==> src/rtl/pc_sequencer_if.sv <==
// Fetch-stage next-PC control bundle between the pipeline control (master)
// and the PC sequencer (slave).
//   stall/sel/branch_taken/imm16/target26/reg_target/is_call/is_ret : control in
//   pc/pc_plus4                                                     : PC out
//   ras_empty/ras_full                                              : RAS level
//   ras_overflow/ras_underflow/ras_mismatch/addr_misalign           : event pulses
interface pc_sequencer_if #(
    parameter int unsigned WIDTH = 32
);
    logic             stall;
    logic [1:0]       sel;
    logic             branch_taken;
    logic [15:0]      imm16;
    logic [25:0]      target26;
    logic [WIDTH-1:0] reg_target;
    logic             is_call;
    logic             is_ret;
    logic [WIDTH-1:0] pc;
    logic [WIDTH-1:0] pc_plus4;
    logic             ras_empty;
    logic             ras_full;
    logic             ras_overflow;
    logic             ras_underflow;
    logic             ras_mismatch;
    logic             addr_misalign;

    modport master (
        output stall, sel, branch_taken, imm16, target26, reg_target, is_call, is_ret,
        input  pc, pc_plus4, ras_empty, ras_full,
               ras_overflow, ras_underflow, ras_mismatch, addr_misalign
    );

    modport slave (
        input  stall, sel, branch_taken, imm16, target26, reg_target, is_call, is_ret,
        output pc, pc_plus4, ras_empty, ras_full,
               ras_overflow, ras_underflow, ras_mismatch, addr_misalign
    );
endinterface

==> src/rtl/pc_sequencer.sv <==
// Program-counter sequencer for the fetch stage.
// Holds the architectural PC, selects the next PC (sequential, conditional
// branch, J-type region jump, register jump) and keeps a circular
// return-address stack that checks return targets against call history.
// Ports:
//   clk  : clock, all state on rising edge
//   rst  : synchronous active-high reset
//   bus  : pc_sequencer_if slave modport (controls in, PC and RAS status out)
module pc_sequencer #(
    parameter int unsigned       WIDTH     = 32,
    parameter logic [WIDTH-1:0]  RESET_PC  = '0,
    parameter int unsigned       RAS_DEPTH = 4
) (
    input  logic                 clk,
    input  logic                 rst,
    pc_sequencer_if.slave        bus
);
    localparam int unsigned PTR_W = (RAS_DEPTH > 1) ? $clog2(RAS_DEPTH) : 1;
    localparam int unsigned CNT_W = $clog2(RAS_DEPTH + 1);
    localparam logic [CNT_W-1:0] CNT_FULL = CNT_W'(RAS_DEPTH);

    localparam logic [1:0] SEL_SEQ    = 2'b00;
    localparam logic [1:0] SEL_BRANCH = 2'b01;
    localparam logic [1:0] SEL_JUMP   = 2'b10;
    localparam logic [1:0] SEL_JR     = 2'b11;

    // Architectural state
    logic [WIDTH-1:0] pc_q;
    logic [WIDTH-1:0] ras_mem [RAS_DEPTH];
    logic [PTR_W-1:0] top_q;
    logic [CNT_W-1:0] count_q;
    logic             overflow_q;
    logic             underflow_q;
    logic             mismatch_q;
    logic             misalign_q;

    // Combinational next-state
    logic [WIDTH-1:0] pc_plus4_c;
    logic [WIDTH-1:0] br_off_c;
    logic [WIDTH-1:0] jr_target_c;
    logic [WIDTH-1:0] next_pc_c;
    logic             do_push_c;
    logic             do_pop_c;
    logic [PTR_W-1:0] top_pop_c;
    logic [CNT_W-1:0] cnt_pop_c;
    logic [PTR_W-1:0] top_next_c;
    logic [CNT_W-1:0] cnt_next_c;
    logic             wr_en_c;
    logic [PTR_W-1:0] wr_addr_c;
    logic             overflow_c;
    logic             underflow_c;
    logic             mismatch_c;
    logic             misalign_c;

    // Next-PC source selection; all arithmetic wraps modulo 2^WIDTH
    always_comb begin
        pc_plus4_c  = pc_q + WIDTH'(4);
        br_off_c    = {{(WIDTH-18){bus.imm16[15]}}, bus.imm16, 2'b00};
        jr_target_c = {bus.reg_target[WIDTH-1:2], 2'b00};
        misalign_c  = 1'b0;
        next_pc_c   = pc_plus4_c;
        case (bus.sel)
            SEL_SEQ:    next_pc_c = pc_plus4_c;
            SEL_BRANCH: next_pc_c = bus.branch_taken ? (pc_plus4_c + br_off_c) : pc_plus4_c;
            // Region bits come from PC+4 so a jump in a region's last slot lands in the next region
            SEL_JUMP:   next_pc_c = {pc_plus4_c[WIDTH-1:28], bus.target26, 2'b00};
            SEL_JR: begin
                next_pc_c  = jr_target_c;
                misalign_c = (bus.reg_target[1:0] != 2'b00);
            end
            default:    next_pc_c = pc_plus4_c;
        endcase
    end

    // RAS update: pop-and-compare is resolved first, then any push lands on the popped state
    always_comb begin
        do_push_c   = bus.is_call && bus.sel[1];
        do_pop_c    = bus.is_ret && (bus.sel == SEL_JR);
        top_pop_c   = top_q;
        cnt_pop_c   = count_q;
        underflow_c = 1'b0;
        mismatch_c  = 1'b0;
        if (do_pop_c) begin
            if (count_q == CNT_W'(0)) begin
                underflow_c = 1'b1;
            end else begin
                mismatch_c = (ras_mem[top_q] != jr_target_c);
                top_pop_c  = top_q - PTR_W'(1);
                cnt_pop_c  = count_q - CNT_W'(1);
            end
        end

        top_next_c = top_pop_c;
        cnt_next_c = cnt_pop_c;
        wr_en_c    = 1'b0;
        wr_addr_c  = top_pop_c + PTR_W'(1);
        overflow_c = 1'b0;
        if (do_push_c) begin
            wr_en_c    = 1'b1;
            top_next_c = wr_addr_c;
            // When full, slot top+1 holds the oldest entry and is simply overwritten
            if (cnt_pop_c == CNT_FULL) begin
                overflow_c = 1'b1;
            end else begin
                cnt_next_c = cnt_pop_c + CNT_W'(1);
            end
        end
    end

    // PC, pointer, count and pulse registers; reset beats stall
    always_ff @(posedge clk) begin
        if (rst) begin
            pc_q        <= RESET_PC;
            top_q       <= '0;
            count_q     <= '0;
            overflow_q  <= 1'b0;
            underflow_q <= 1'b0;
            mismatch_q  <= 1'b0;
            misalign_q  <= 1'b0;
        end else if (bus.stall) begin
            overflow_q  <= 1'b0;
            underflow_q <= 1'b0;
            mismatch_q  <= 1'b0;
            misalign_q  <= 1'b0;
        end else begin
            pc_q        <= next_pc_c;
            top_q       <= top_next_c;
            count_q     <= cnt_next_c;
            overflow_q  <= overflow_c;
            underflow_q <= underflow_c;
            mismatch_q  <= mismatch_c;
            misalign_q  <= misalign_c;
        end
    end

    // RAS storage; contents are don't-care after reset so no reset term
    always_ff @(posedge clk) begin
        if (!rst && !bus.stall && wr_en_c) begin
            ras_mem[wr_addr_c] <= pc_plus4_c;
        end
    end

    assign bus.pc            = pc_q;
    assign bus.pc_plus4      = pc_plus4_c;
    assign bus.ras_empty     = (count_q == CNT_W'(0));
    assign bus.ras_full      = (count_q == CNT_FULL);
    assign bus.ras_overflow  = overflow_q;
    assign bus.ras_underflow = underflow_q;
    assign bus.ras_mismatch  = mismatch_q;
    assign bus.addr_misalign = misalign_q;
endmodule
==> src/flat_wrapper.sv <==
// flat-port wrapper written by rule: the top's interface ports become plain ports
module pc_sequencer_flat 
#(
    parameter int unsigned       WIDTH     = 32,
    parameter logic [WIDTH-1:0]  RESET_PC  = '0,
    parameter int unsigned       RAS_DEPTH = 4
)
  (clk, rst, bus_stall, bus_sel, bus_branch_taken, bus_imm16, bus_target26, bus_reg_target, bus_is_call, bus_is_ret, bus_pc, bus_pc_plus4, bus_ras_empty, bus_ras_full, bus_ras_overflow, bus_ras_underflow, bus_ras_mismatch, bus_addr_misalign);
  pc_sequencer_if #(.WIDTH(WIDTH)) bus_i ();
  input  logic clk;
  input  logic rst;
  input wire logic [$bits(bus_i.stall)-1:0] bus_stall;
  input wire logic [$bits(bus_i.sel)-1:0] bus_sel;
  input wire logic [$bits(bus_i.branch_taken)-1:0] bus_branch_taken;
  input wire logic [$bits(bus_i.imm16)-1:0] bus_imm16;
  input wire logic [$bits(bus_i.target26)-1:0] bus_target26;
  input wire logic [$bits(bus_i.reg_target)-1:0] bus_reg_target;
  input wire logic [$bits(bus_i.is_call)-1:0] bus_is_call;
  input wire logic [$bits(bus_i.is_ret)-1:0] bus_is_ret;
  output wire logic [$bits(bus_i.pc)-1:0] bus_pc;
  output wire logic [$bits(bus_i.pc_plus4)-1:0] bus_pc_plus4;
  output wire logic [$bits(bus_i.ras_empty)-1:0] bus_ras_empty;
  output wire logic [$bits(bus_i.ras_full)-1:0] bus_ras_full;
  output wire logic [$bits(bus_i.ras_overflow)-1:0] bus_ras_overflow;
  output wire logic [$bits(bus_i.ras_underflow)-1:0] bus_ras_underflow;
  output wire logic [$bits(bus_i.ras_mismatch)-1:0] bus_ras_mismatch;
  output wire logic [$bits(bus_i.addr_misalign)-1:0] bus_addr_misalign;
  assign bus_i.stall = bus_stall;
  assign bus_i.sel = bus_sel;
  assign bus_i.branch_taken = bus_branch_taken;
  assign bus_i.imm16 = bus_imm16;
  assign bus_i.target26 = bus_target26;
  assign bus_i.reg_target = bus_reg_target;
  assign bus_i.is_call = bus_is_call;
  assign bus_i.is_ret = bus_is_ret;
  assign bus_pc = bus_i.pc;
  assign bus_pc_plus4 = bus_i.pc_plus4;
  assign bus_ras_empty = bus_i.ras_empty;
  assign bus_ras_full = bus_i.ras_full;
  assign bus_ras_overflow = bus_i.ras_overflow;
  assign bus_ras_underflow = bus_i.ras_underflow;
  assign bus_ras_mismatch = bus_i.ras_mismatch;
  assign bus_addr_misalign = bus_i.addr_misalign;
  pc_sequencer #(.WIDTH(WIDTH), .RESET_PC(RESET_PC), .RAS_DEPTH(RAS_DEPTH)) u_core (.clk(clk), .rst(rst), .bus(bus_i));
endmodule
==> config.mk <==
export PLATFORM = sky130hd
export DESIGN_NAME = pc_sequencer_flat
export DESIGN_NICKNAME = d
export VERILOG_FILES = /design/src/rtl/pc_sequencer_if.sv /design/src/rtl/pc_sequencer.sv /design/src/flat_wrapper.sv
export SDC_FILE = /design/constraint.sdc
export NUM_CORES = 1
export LEC_CHECK = 0
export CAP_MARGIN = 0
export CELL_PAD_IN_SITES_DETAIL_PLACEMENT = 1
export CELL_PAD_IN_SITES_GLOBAL_PLACEMENT = 1
export CORE_MARGIN = 4
export CORE_UTILIZATION = 45
export DETAILED_ROUTE_END_ITERATION = 8
export DONT_BUFFER_PORTS = 1
export PLACE_DENSITY = 0.79
export SYNTH_ARGS = -nofsm -noshare
export SYNTH_HDL_FRONTEND = slang
export SYNTH_SLANG_ARGS = --single-unit
==> constraint.sdc <==
create_clock -name clk -period 9.2 [get_ports clk]
set_input_delay 0.46 -clock clk [delete_from_list [all_inputs] [get_ports clk]]
set_output_delay 0.46 -clock clk [all_outputs]
set_load 0.02 [all_outputs]
==> impl_metrics.tcl <==
set metrics [dict create \
    status "finished clean" \
    pwr_density_cell_nw_per_um2 181.0 \
    fmax_ghz 0.2081 \
    critPathArrivalTime_ps 5160 \
    grt_pass1_vias 7248 \
    h-tree-depth 4 \
    cts_root_buf "clkbuf_16" \
    synthAdderAreaFrac 0.06107 \
    dr.pass1.iters 5 \
    num-fill-cells 2216 \
    start_util 0.4602 \
    yosys.area_share.xor_xnor 0.07593 \
    core_area_sq_um 20300 \
    drt_wl_total_um 31060 \
    reg2reg_depth 15 \
    routedWlPerCell_um 27.36 \
    layout-drive-gt1-share 0.1238 \
    rsz0062_at_grt "false" \
    nets 978 \
    place_congestion 0.9022 \
    grt_antenna_before_repair 1 \
    synthMuxAreaShare 0.09964 \
    vias 7196 \
    synth_seq_cells 161 \
    crit_type "flip-flop to flip-flop" \
    layout_commonest_cell "edfxtp_1" \
    crit_path_start "u_core.bus.pc[3]" \
    dieWidth_um 152.1 \
    grt_overflow 0 \
    required_ps 9550 \
    cap_viol_max_count 0 \
    die_h_um 152.1 \
    cts-resized-gates 0 \
    finalSetupViolations 0 \
    fin_area_sq_um 10330 \
    cts_hold_buf 0 \
    cts_tree "built" \
    netlist_area_sq_um 9343 \
    synth-main-ff-cell "edfxtp_1" \
    cts_buffer_depth 2 \
    synthArstFlopShare 0 \
    ant_nets 0 \
    total_power_uw 1869 \
    finalHoldViolCount 0 \
    dpl_cell_area_sq_um 9747 \
    track_usage 0.2620 \
    grt_max_degree 42 \
    synth_warnings 0 \
    hp-start "rst" \
    synth-edff-count 120 \
    io_buffer_count 0 \
    path_common_cell "nand3_1" \
    grt_pass1_wl_um 46420 \
    synth-compound-area-share 0.1413 \
    crit_fanout 9 \
    regArea_sq_um 4425 \
    slew_headroom 0.1977 \
    seq_area_frac_synth 0.4736 \
    netlist_instances 839 \
    timing_worst_slew_pin_value_ps 1199 \
    start_kind "flip-flop" \
    cts.clk_slew.worst_paths_ps 60 \
    crit_path_end_kind "flip-flop" \
    drt_iter0_drc 929 \
    cts.sinks 161 \
    worstHoldPathCells 1 \
    max_stage_delay_ps 780 \
    clk_latency_ps 430 \
    rows 52 \
    layout_min_cycle_time_ps 4806 \
    numCtsBuffers 17 \
    regToRegStartpoint "u_core.bus.pc[3]" \
    ir_worst_vdd_mv 0.09993 \
    synth_top_family_by_area "compound AO/OA/AOI/OAI gates" \
    synthSimpleGateAreaFrac 0.1197 \
    postSynthAreaPerCell_sq_um 11.14 \
    viasPerCell 6.340 \
    dp_hpwl_um 23730 \
    clock_skew_ps 13.60 \
    area_delta_synth_final_pct 10.54 \
    finalSetupTns_ps 0 \
    power_leakage_uw 0.003693 \
    multiInputGateArea_sq_um 4664 \
    dieArea_sq_um 23130 \
    crit_slowest_cell "xor2_1" \
    post-route-drc-count 0 \
    cts_post_setup_buffers_inserted 0 \
    ios 152 \
    period_share 0.5224 \
    hold_class "input port to flip-flop" \
    layout_common_cells "edfxtp_1 (120), a21oi_1 (65), nand2_1 (62)" \
    drv_slew 0 \
    crit_chain "ha_1 > nand3_1 > nor2_1 > nand3_1 > nor2_1 > xor2_1 > ha_1 > a21o_1 > a21oi_1 > o21ai_0 > a2111o_1 > and2_4 > a311oi_1 > nand3_1 > o211ai_1" \
    yosysUniqueCellTypes 73 \
]
==> layer usage <==
| metal | global-route usage | part of all wire |
|---|---|---|
| met1 | 0.3550 | 0.43 |
| met2 | 0.4174 | 0.47 |
| met3 | 0.06342 | 0.077 |
| met4 | 0.08476 | 0.025 |
| met5 | 0 | 0 |
==> power breakdown <==
group / switching (uW) / internal, uW / total (uW)
clock: 287 / 424 / 711
sequential: 36.8 / 802 / 839
combinational: 200 / 120 / 319
total: 523 / 1350 / 1870
==> state kept, by name (all words and copies together) (netlist names), named ones only <==
name and count:
u_core.bus.ras_mismatch 1, u_core.count_q 3, u_core.top_q 2, u_core.bus.addr_misalign 1
u_core.ras_mem 120, u_core.bus.ras_overflow 1, u_core.bus.ras_underflow 1, u_core.bus.pc 30
==> final cells by class <==
type                    count  share of cell area
flip-flops and latches    161              0.4285
inverters                  25            0.009087
clock inverters            11             0.01333
well taps                 270             0.03271
repair buffers             30             0.02181
clock buffers              21             0.04265
multi-input cells         616              0.4517
diodes                      1           0.0002423
==> cell usage after synthesis, types with 23 or more instances <==
library cell  count  area share
o21ai_0          52       0.028
nor2_1           48       0.019
xor2_1           29       0.027
nand3_1          28       0.015
a21oi_1          65       0.035
clkbuf_1         25       0.010
xnor2_1          52       0.049
edfxtp_1        120        0.39
nand2_1          62       0.025
inv_1            23      0.0092
dfxtp_1          41       0.088
ha_1             44       0.059
mux4_2           30       0.072
==> metrics by stage <==
stage / hold slack [ps] / setup slack (ps) / util / cells
after CTS: 90.78 / 4399 / 0.5086 / 1134
after global placement: 465.8 / 4528 / 0.4802 / 1102
after floorplan: 458.6 / 4944 / - / 842
after global routing: 90.74 / 3998 / 0.5088 / 1135
final: 117.6 / 4394 / 0.5088 / 1135
after detailed placement: 491.3 / 4430 / 0.4802 / 1102
==> critical path: cells and delay by family, from the launching register on <==
family                     cells  cell delay (ps)
adders and majority gates      2              800
DFF                            1              530
and+or+nand+nor                6             1370
AOI/OAI and AO/OA              6             1260
xor gates and xnor gates       1              780
==> cell families after synthesis <==
kind of cell    after synthesis
compound gates              205
xor+xnor                     81
fa+ha+maj                    45
buf+inv                      65
flops                       161
mux                          55
other cells                   1
simple gates                226
==> path summary, 6_finish.rpt <==
kind                        to  slack [ps]
max          u_core.bus.pc[31]        4390
min reg2reg  u_core.count_q[0]         530
min          u_core.bus.pc[20]         120
max reg2reg  u_core.bus.pc[31]        4390
(Power assumes the default switching activity.)
